### config.mk
export PLATFORM = sky130hd
export DESIGN_NAME = score_keeper
export DESIGN_NICKNAME = d
export VERILOG_FILES = /design/src/rtl/flappy_pkg.sv /design/src/rtl/bcd3_inc.sv /design/src/rtl/score_keeper.sv
export SDC_FILE = /design/constraint.sdc
export NUM_CORES = 1
export LEC_CHECK = 0
export BUFFER_PORTS_ARGS = -buffer_cell sky130_fd_sc_hd__buf_2
export CAP_MARGIN = 10
export CELL_PAD_IN_SITES_DETAIL_PLACEMENT = 0
export CELL_PAD_IN_SITES_GLOBAL_PLACEMENT = 1
export CORE_ASPECT_RATIO = 2
export CORE_MARGIN = 3
export CORE_UTILIZATION = 46
export DETAILED_ROUTE_END_ITERATION = 10
export PLACE_DENSITY_LB_ADDON = 0.08
export RECOVER_POWER = 50
export SLEW_MARGIN = 40
export SYNTH_ARGS = -nofsm -noshare
export SYNTH_HDL_FRONTEND = slang
export SYNTH_SLANG_ARGS = --single-unit
### constraint.sdc
create_clock -name clk -period 8.6 [get_ports clk]
set_clock_uncertainty 0.1 [all_clocks]
set_input_delay 2.15 -clock clk [delete_from_list [all_inputs] [get_ports clk]]
set_output_delay 2.15 -clock clk [all_outputs]
set_load 0.005 [all_outputs]
### src/rtl/flappy_pkg.sv
// Shared constants, state encoding and helpers for the flappy game datapath.
// Latency: n/a (declarations only).
// Backpressure: n/a.
package flappy_pkg;

    // Score width: three BCD digits
    localparam int BCD_W = 12;

    // Largest representable score
    localparam logic [BCD_W-1:0] BCD_MAX = 12'h999;

    // Horizontal scroll step per frame, shared with the game FSM
    localparam int FRONT_SPEED = 5;

    // Pass threshold: the bird sits at y=100 and the pipe window is 96 pixels,
    // so the middle pipe is cleared once its scroll position falls below 4.
    localparam int BIRD_Y      = 100;
    localparam int PIPE_WINDOW = 96;
    localparam logic signed [15:0] PASS_Y_DEFAULT = 16'(BIRD_Y - PIPE_WINDOW);

    // Frames the "new record" banner stays up after a round ends
    localparam int HOLD_FRAMES_DEFAULT = 60;

    // Score keeper states, one-hot
    typedef enum logic [3:0] {
        SK_IDLE  = 4'b0001,
        SK_ARMED = 4'b0010,
        SK_RUN   = 4'b0100,
        SK_HOLD  = 4'b1000
    } sk_state_t;

    // Number of significant digits in a 3-digit BCD value (always at least 1)
    function automatic logic [1:0] bcd_digits(input logic [BCD_W-1:0] v);
        logic [1:0] n;
        if (v[11:8] != 4'd0) begin
            n = 2'd3;
        end else if (v[7:4] != 4'd0) begin
            n = 2'd2;
        end else begin
            n = 2'd1;
        end
        return n;
    endfunction

endpackage

### src/rtl/bcd3_inc.sv
// Three-digit BCD +1 with saturation at 999.
// Latency: combinational.
// Backpressure: none; output tracks input.
module bcd3_inc
    import flappy_pkg::*;
(
    input  logic [BCD_W-1:0] in,
    output logic [BCD_W-1:0] out,
    output logic             sat
);

    // Ripple the carry digit by digit; at 999 the value is held
    always_comb begin
        sat = (in == BCD_MAX);
        out = in;
        if (!sat) begin
            if (in[3:0] != 4'd9) begin
                out[3:0] = in[3:0] + 4'd1;
            end else begin
                out[3:0] = 4'd0;
                if (in[7:4] != 4'd9) begin
                    out[7:4] = in[7:4] + 4'd1;
                end else begin
                    out[7:4]  = 4'd0;
                    out[11:8] = in[11:8] + 4'd1;
                end
            end
        end
    end

endmodule

### src/rtl/score_keeper.sv
// Counts pipes cleared as BCD, tracks best score, pulses on each point.
// Latency: score/point_pulse one cycle after the new_frame sampling cycle.
// Backpressure: none; state only advances on new_frame strobes.
module score_keeper
    import flappy_pkg::*;
#(
    parameter logic signed [15:0] PASS_Y      = PASS_Y_DEFAULT,
    parameter int                 HOLD_FRAMES = HOLD_FRAMES_DEFAULT
)(
    input  logic               clk,
    input  logic               rst,
    input  logic               new_frame,
    input  logic               logo_enable,
    input  logic               ready_enable,
    input  logic               over_enable,
    input  logic signed [15:0] pipe2_pos_y,
    output logic [11:0]        score_bcd,
    output logic [11:0]        best_bcd,
    output logic [1:0]         score_digits,
    output logic               point_pulse,
    output logic               new_best
);

    localparam int HOLD_W = (HOLD_FRAMES < 2) ? 1 : $clog2(HOLD_FRAMES + 1);
    localparam logic [HOLD_W-1:0] HOLD_LOAD = HOLD_W'(HOLD_FRAMES);
    localparam logic [HOLD_W-1:0] HOLD_ONE  = HOLD_W'(1);

    sk_state_t          r_state;
    logic signed [15:0] r_prev_y;
    logic               r_prev_valid;
    logic [HOLD_W-1:0]  r_hold_cnt;
    logic [BCD_W-1:0]   r_score;
    logic [BCD_W-1:0]   r_best;
    logic               r_point_pulse;
    logic               r_new_best;

    logic [BCD_W-1:0]   w_inc_bcd;
    logic               w_inc_sat;
    logic               w_pass;
    logic               w_bump;
    logic [BCD_W-1:0]   w_score_next;

    bcd3_inc u_inc (
        .in  (r_score),
        .out (w_inc_bcd),
        .sat (w_inc_sat)
    );

    // A pass is the pipe crossing the threshold downward between two RUN frames.
    // A slot shift jumps the position upward, so it can never look like a pass.
    assign w_pass = (r_state == SK_RUN) && r_prev_valid &&
                    (r_prev_y >= PASS_Y) && (pipe2_pos_y < PASS_Y);
    assign w_bump = w_pass && !w_inc_sat;

    // Score as it will be after this frame; the best compare must see a
    // pass that lands on the same frame as game over.
    assign w_score_next = w_bump ? w_inc_bcd : r_score;

    // Round FSM, pass tracking and score/best registers, advanced per frame
    always_ff @(posedge clk) begin
        if (rst) begin
            r_state       <= SK_IDLE;
            r_prev_y      <= '0;
            r_prev_valid  <= 1'b0;
            r_hold_cnt    <= '0;
            r_score       <= '0;
            r_best        <= '0;
            r_point_pulse <= 1'b0;
            r_new_best    <= 1'b0;
        end else begin
            r_point_pulse <= 1'b0;
            if (new_frame) begin
                r_prev_y     <= pipe2_pos_y;
                r_prev_valid <= (r_state == SK_RUN);

                if (w_bump) begin
                    r_score       <= w_inc_bcd;
                    r_point_pulse <= 1'b1;
                end

                case (r_state)
                    SK_IDLE: begin
                        if (ready_enable) begin
                            r_state    <= SK_ARMED;
                            r_score    <= '0;
                            r_new_best <= 1'b0;
                        end
                    end
                    SK_ARMED: begin
                        if (logo_enable) begin
                            r_state <= SK_IDLE;
                        end else if (!ready_enable && !over_enable) begin
                            r_state <= SK_RUN;
                        end
                    end
                    SK_RUN: begin
                        if (over_enable) begin
                            r_state    <= SK_HOLD;
                            r_hold_cnt <= HOLD_LOAD;
                            if (w_score_next > r_best) begin
                                r_best     <= w_score_next;
                                r_new_best <= 1'b1;
                            end
                        end else if (logo_enable) begin
                            // Abort: score stays on screen, best untouched
                            r_state <= SK_IDLE;
                        end
                    end
                    SK_HOLD: begin
                        if (r_hold_cnt != '0) begin
                            r_hold_cnt <= r_hold_cnt - HOLD_ONE;
                            if (r_hold_cnt == HOLD_ONE) begin
                                r_new_best <= 1'b0;
                            end
                        end
                        if (logo_enable) begin
                            r_state <= SK_IDLE;
                        end else if (ready_enable) begin
                            r_state    <= SK_ARMED;
                            r_score    <= '0;
                            r_new_best <= 1'b0;
                        end
                    end
                    default: begin
                        r_state <= SK_IDLE;
                    end
                endcase
            end
        end
    end

    assign score_bcd    = r_score;
    assign best_bcd     = r_best;
    assign point_pulse  = r_point_pulse;
    assign new_best     = r_new_best;
    assign score_digits = bcd_digits(r_score);

endmodule

==> run metrics <==
Skew-Pair Late Insertion Delay 0.29 ns; GRT overflow 0; placement-stage cell area about 3300 um^2; Min-Delay Path Class flip-flop to flip-flop; R2R Path Start r_state[3]$_SDFFE_PP0P_; failing checks max-capacitance violations, max-slew violations; Final ANT Viol Nets 0; Horiz. Die Dim 63.57 um; Pwr Density 151.5 nW/um^2; Top delay family on crit path simple AND/OR/NAND/NOR gates; setup-violating endpoint count in the final report 0; crit path kind input pin to flip-flop; CP required between 8 and 9 ns; RSZ-0062 raised after global routing no; total wire length 7029 um; Critical Path Start Type input pin; relative slew slack -0.1955; post-route design area roughly 3500 um^2; Row Count slightly above 40; GRT Util Overall 0.1951; critical path, cell by cell buf_2 > nor3_1 > a41oi_2 > nor4_4 > nand2_1 > xor2_1 > inv_1 > ha_1 > nand4_1 > inv_1 > a221oi_1 > a31oi_4 > or3_1 > o221a_2; initial antenna violation count 0; Worst path depth 14; routed vias/inst between 5 and 6; Max stage delay on crit path between 0.5 and 0.6 ns; via count 2617; buffers added on ports 47; Post-Syn Area per Cell 8.687 um^2; top post-synthesis cells by area dfxtp_1, mux2i_1, ha_1; area of the multi-input gates 1844 um^2; Setup crit start pipe2_pos_y[11]; placed cells between 400 and 500; post_cts resized 0; GP Congestion 0.7743; Slew Viols, Final 33; sw frac 0.2319; Max Cap Viol 1; syn nets 390; CP max stage cell nor4_4; Critical Path End new_best$_SDFFE_PP0P_; setup_tns 0 ns; routed length per instance 14.80 um; Pint 0.4035 mW; #FFs+latches synth 51; logic gate share of total power 0.087; die area 7701 um^2; crit share post-route 0.7177; Yosys top cell area share 0.3348; ant diodes 0; Ys Warns 0; Synth Flop Type dfxtp_1; layout cells sized above 1 0.1748; Least-Margin Pin Slew 1.793 ns; num ports 50; CP bufs+invs 3; status complete, but fails checks; CP Data Arrival Time 6.26 ns; Area Growth Syn to Fin 13.75%; Period minus WS final 6.172 ns; IR Drop Worst-Case VDD about 120 uV; cells after synthesis 351; R2R Path End new_best$_SDFFE_PP0P_; # Post-CTS Setup Buffers 0; clock tree sinks between 50 and 60; CP Max Fanout 19; first drt pass iteration count 4; Reg2Reg Depth 13; layout net count 427; die height 121.1 um; cell area after synthesis 3049 um^2; Flop pwr share 0.470; cts hold-fix bufs 0; Post-DP HPWL 5441 um; top cells by count, synth dfxtp_1, nor2_1, inv_1; Initial Util 0.4793; largest net degree at the start of global routing 51; Clk pwr share 0.444; Synth area leader dfxtp_1; drc violations 0; Final Hold Vio Count 0; Reg clk slew, reported paths 0.07 ns; Core Region 6361 um^2; H-tree levels 2; sequential fraction of the synthesis area 0.3348; Storage cell area 1021 um^2; most frequent cell after synthesis dfxtp_1; Worst R2R Setup Slack 4.09 ns; fmax 162.0 MHz; CTS Buf Count 5; count of flip-flops with a built-in enable after synthesis 0; CP endpoint kind flip-flop; fill count between 600 and 700; NetSw 0.1218 mW; Finished Layout Cells 475; FFs w/ async S/R, synth 0; CTS tree yes; leakage 1.366 nW; CP dominant cell by count inv_1; synth unique cells 63; first-pass GRT wire length 11880 um; clock tree buffer depth 2; vias in the first global route 2525; Iteration-0 DRC Markers 91; Clock Tree Root clkbuf_16
-- area by class of cell --
class                           count  share of cell area
Multi-Input combinational cell    256              0.5317
Inverter                           27             0.02922
Tap cell                           86             0.03102
Timing Repair Buffer               47             0.06349
Clock buffer                        6             0.04004
Sequential cell                    51              0.2944
Clock inverter                      2             0.01010
-- tightest hold or removal path, cell delays in order, from the launching register on --
cell and delay (ns):
dfxtp_1 0.33, mux2i_1 0.06, nor2_1 0.07
-- power groups by stage --
stage,Clock (mW),Combinational (mW),Sequential (mW)
2_1_floorplan,0,0.0339,0.250
3_3_place_gp,0,0.0451,0.252
3_5_place_dp,0,0.0456,0.252
4_1_cts,0.239,0.0459,0.247
5_1_grt,0.246,0.0512,0.247
6_report,0.233,0.0455,0.247
-- registers in the layout (all words and copies together), names as in the netlist --
| signal | count |
|---|---|
| r_state | 4 |
| score_bcd | 12 |
| point_pulse | 1 |
| r_prev_valid | 1 |
| new_best | 1 |
| best_bcd | 12 |
| r_hold_cnt | 6 |
| r_prev_y | 14 |
-- through the flow --
step                power [mW]  setup WS (ns)  hold WS (ns)  utilization
CTS                     0.5311          2.342        0.3993       0.5480
global route            0.5443          2.145        0.4211       0.5452
floorplan               0.2834          3.026        0.3520            -
detailed placement      0.2978          2.034        0.3837       0.5207
global placement        0.2971          2.084        0.3717       0.5203
finish                  0.5253          2.428        0.3953       0.5452
-- cell usage in the layout (no fill, tap or decap), types with 8 or more instances in the layout --
| cell type | netlist | layout |
|---|---|---|
| xor2_1 | 8 | 8 |
| buf_2 | 0 | 32 |
| o21ai_0 | 14 | 14 |
| nor3_1 | 9 | 9 |
| mux2i_1 | 22 | 22 |
| ha_1 | 17 | 17 |
| nand2_1 | 21 | 21 |
| nor2_1 | 44 | 44 |
| inv_1 | 27 | 27 |
| nand3_1 | 10 | 10 |
| a21oi_1 | 19 | 19 |
| dfxtp_1 | 51 | 51 |
| clkbuf_1 | 11 | 13 |
-- layer usage --
metal  vias to the layer above  global-route usage  wire (um)
met4                         0             0.08525        184
met2                        43              0.3831       4035
li1                       1333                   -          -
met3                        16             0.03151        203
met1                      1225              0.1934       2606
met5                         -                   0          0
-- logic make-up (layout without fill, tap and decap cells) --
group / count (synthesis) / after routing / synth area share
and+or+nand+nor: 125 / 125 / 0.2302
AOI/OAI and AO/OA: 77 / 77 / 0.1879
DFF: 51 / 51 / 0.3348
buffers and inverters: 44 / 82 / 0.06032
muxes: 24 / 24 / 0.07961
adders and majority gates: 17 / 17 / 0.06976
xor gates and xnor gates: 13 / 13 / 0.03734
-- worst min-delay path by stage --
stage,cells after the start,slack [ns],startpoint,end
finish,2,0.40,r_prev_y[4]$_SDFFE_PP0P_,r_prev_y[4]$_SDFFE_PP0P_
global route,2,0.42,r_prev_y[11]$_SDFFE_PP0P_,r_prev_y[11]$_SDFFE_PP0P_
CTS,2,0.40,r_prev_y[4]$_SDFFE_PP0P_,r_prev_y[4]$_SDFFE_PP0P_
detailed placement,2,0.38,r_prev_y[4]$_SDFFE_PP0P_,r_prev_y[4]$_SDFFE_PP0P_
global placement,2,0.37,r_prev_valid$_SDFFE_PP0P_,r_prev_valid$_SDFFE_PP0P_
floorplan,2,0.35,r_prev_valid$_SDFFE_PP0P_,r_prev_valid$_SDFFE_PP0P_
Note: power is estimated with default switching activity, not from simulation.
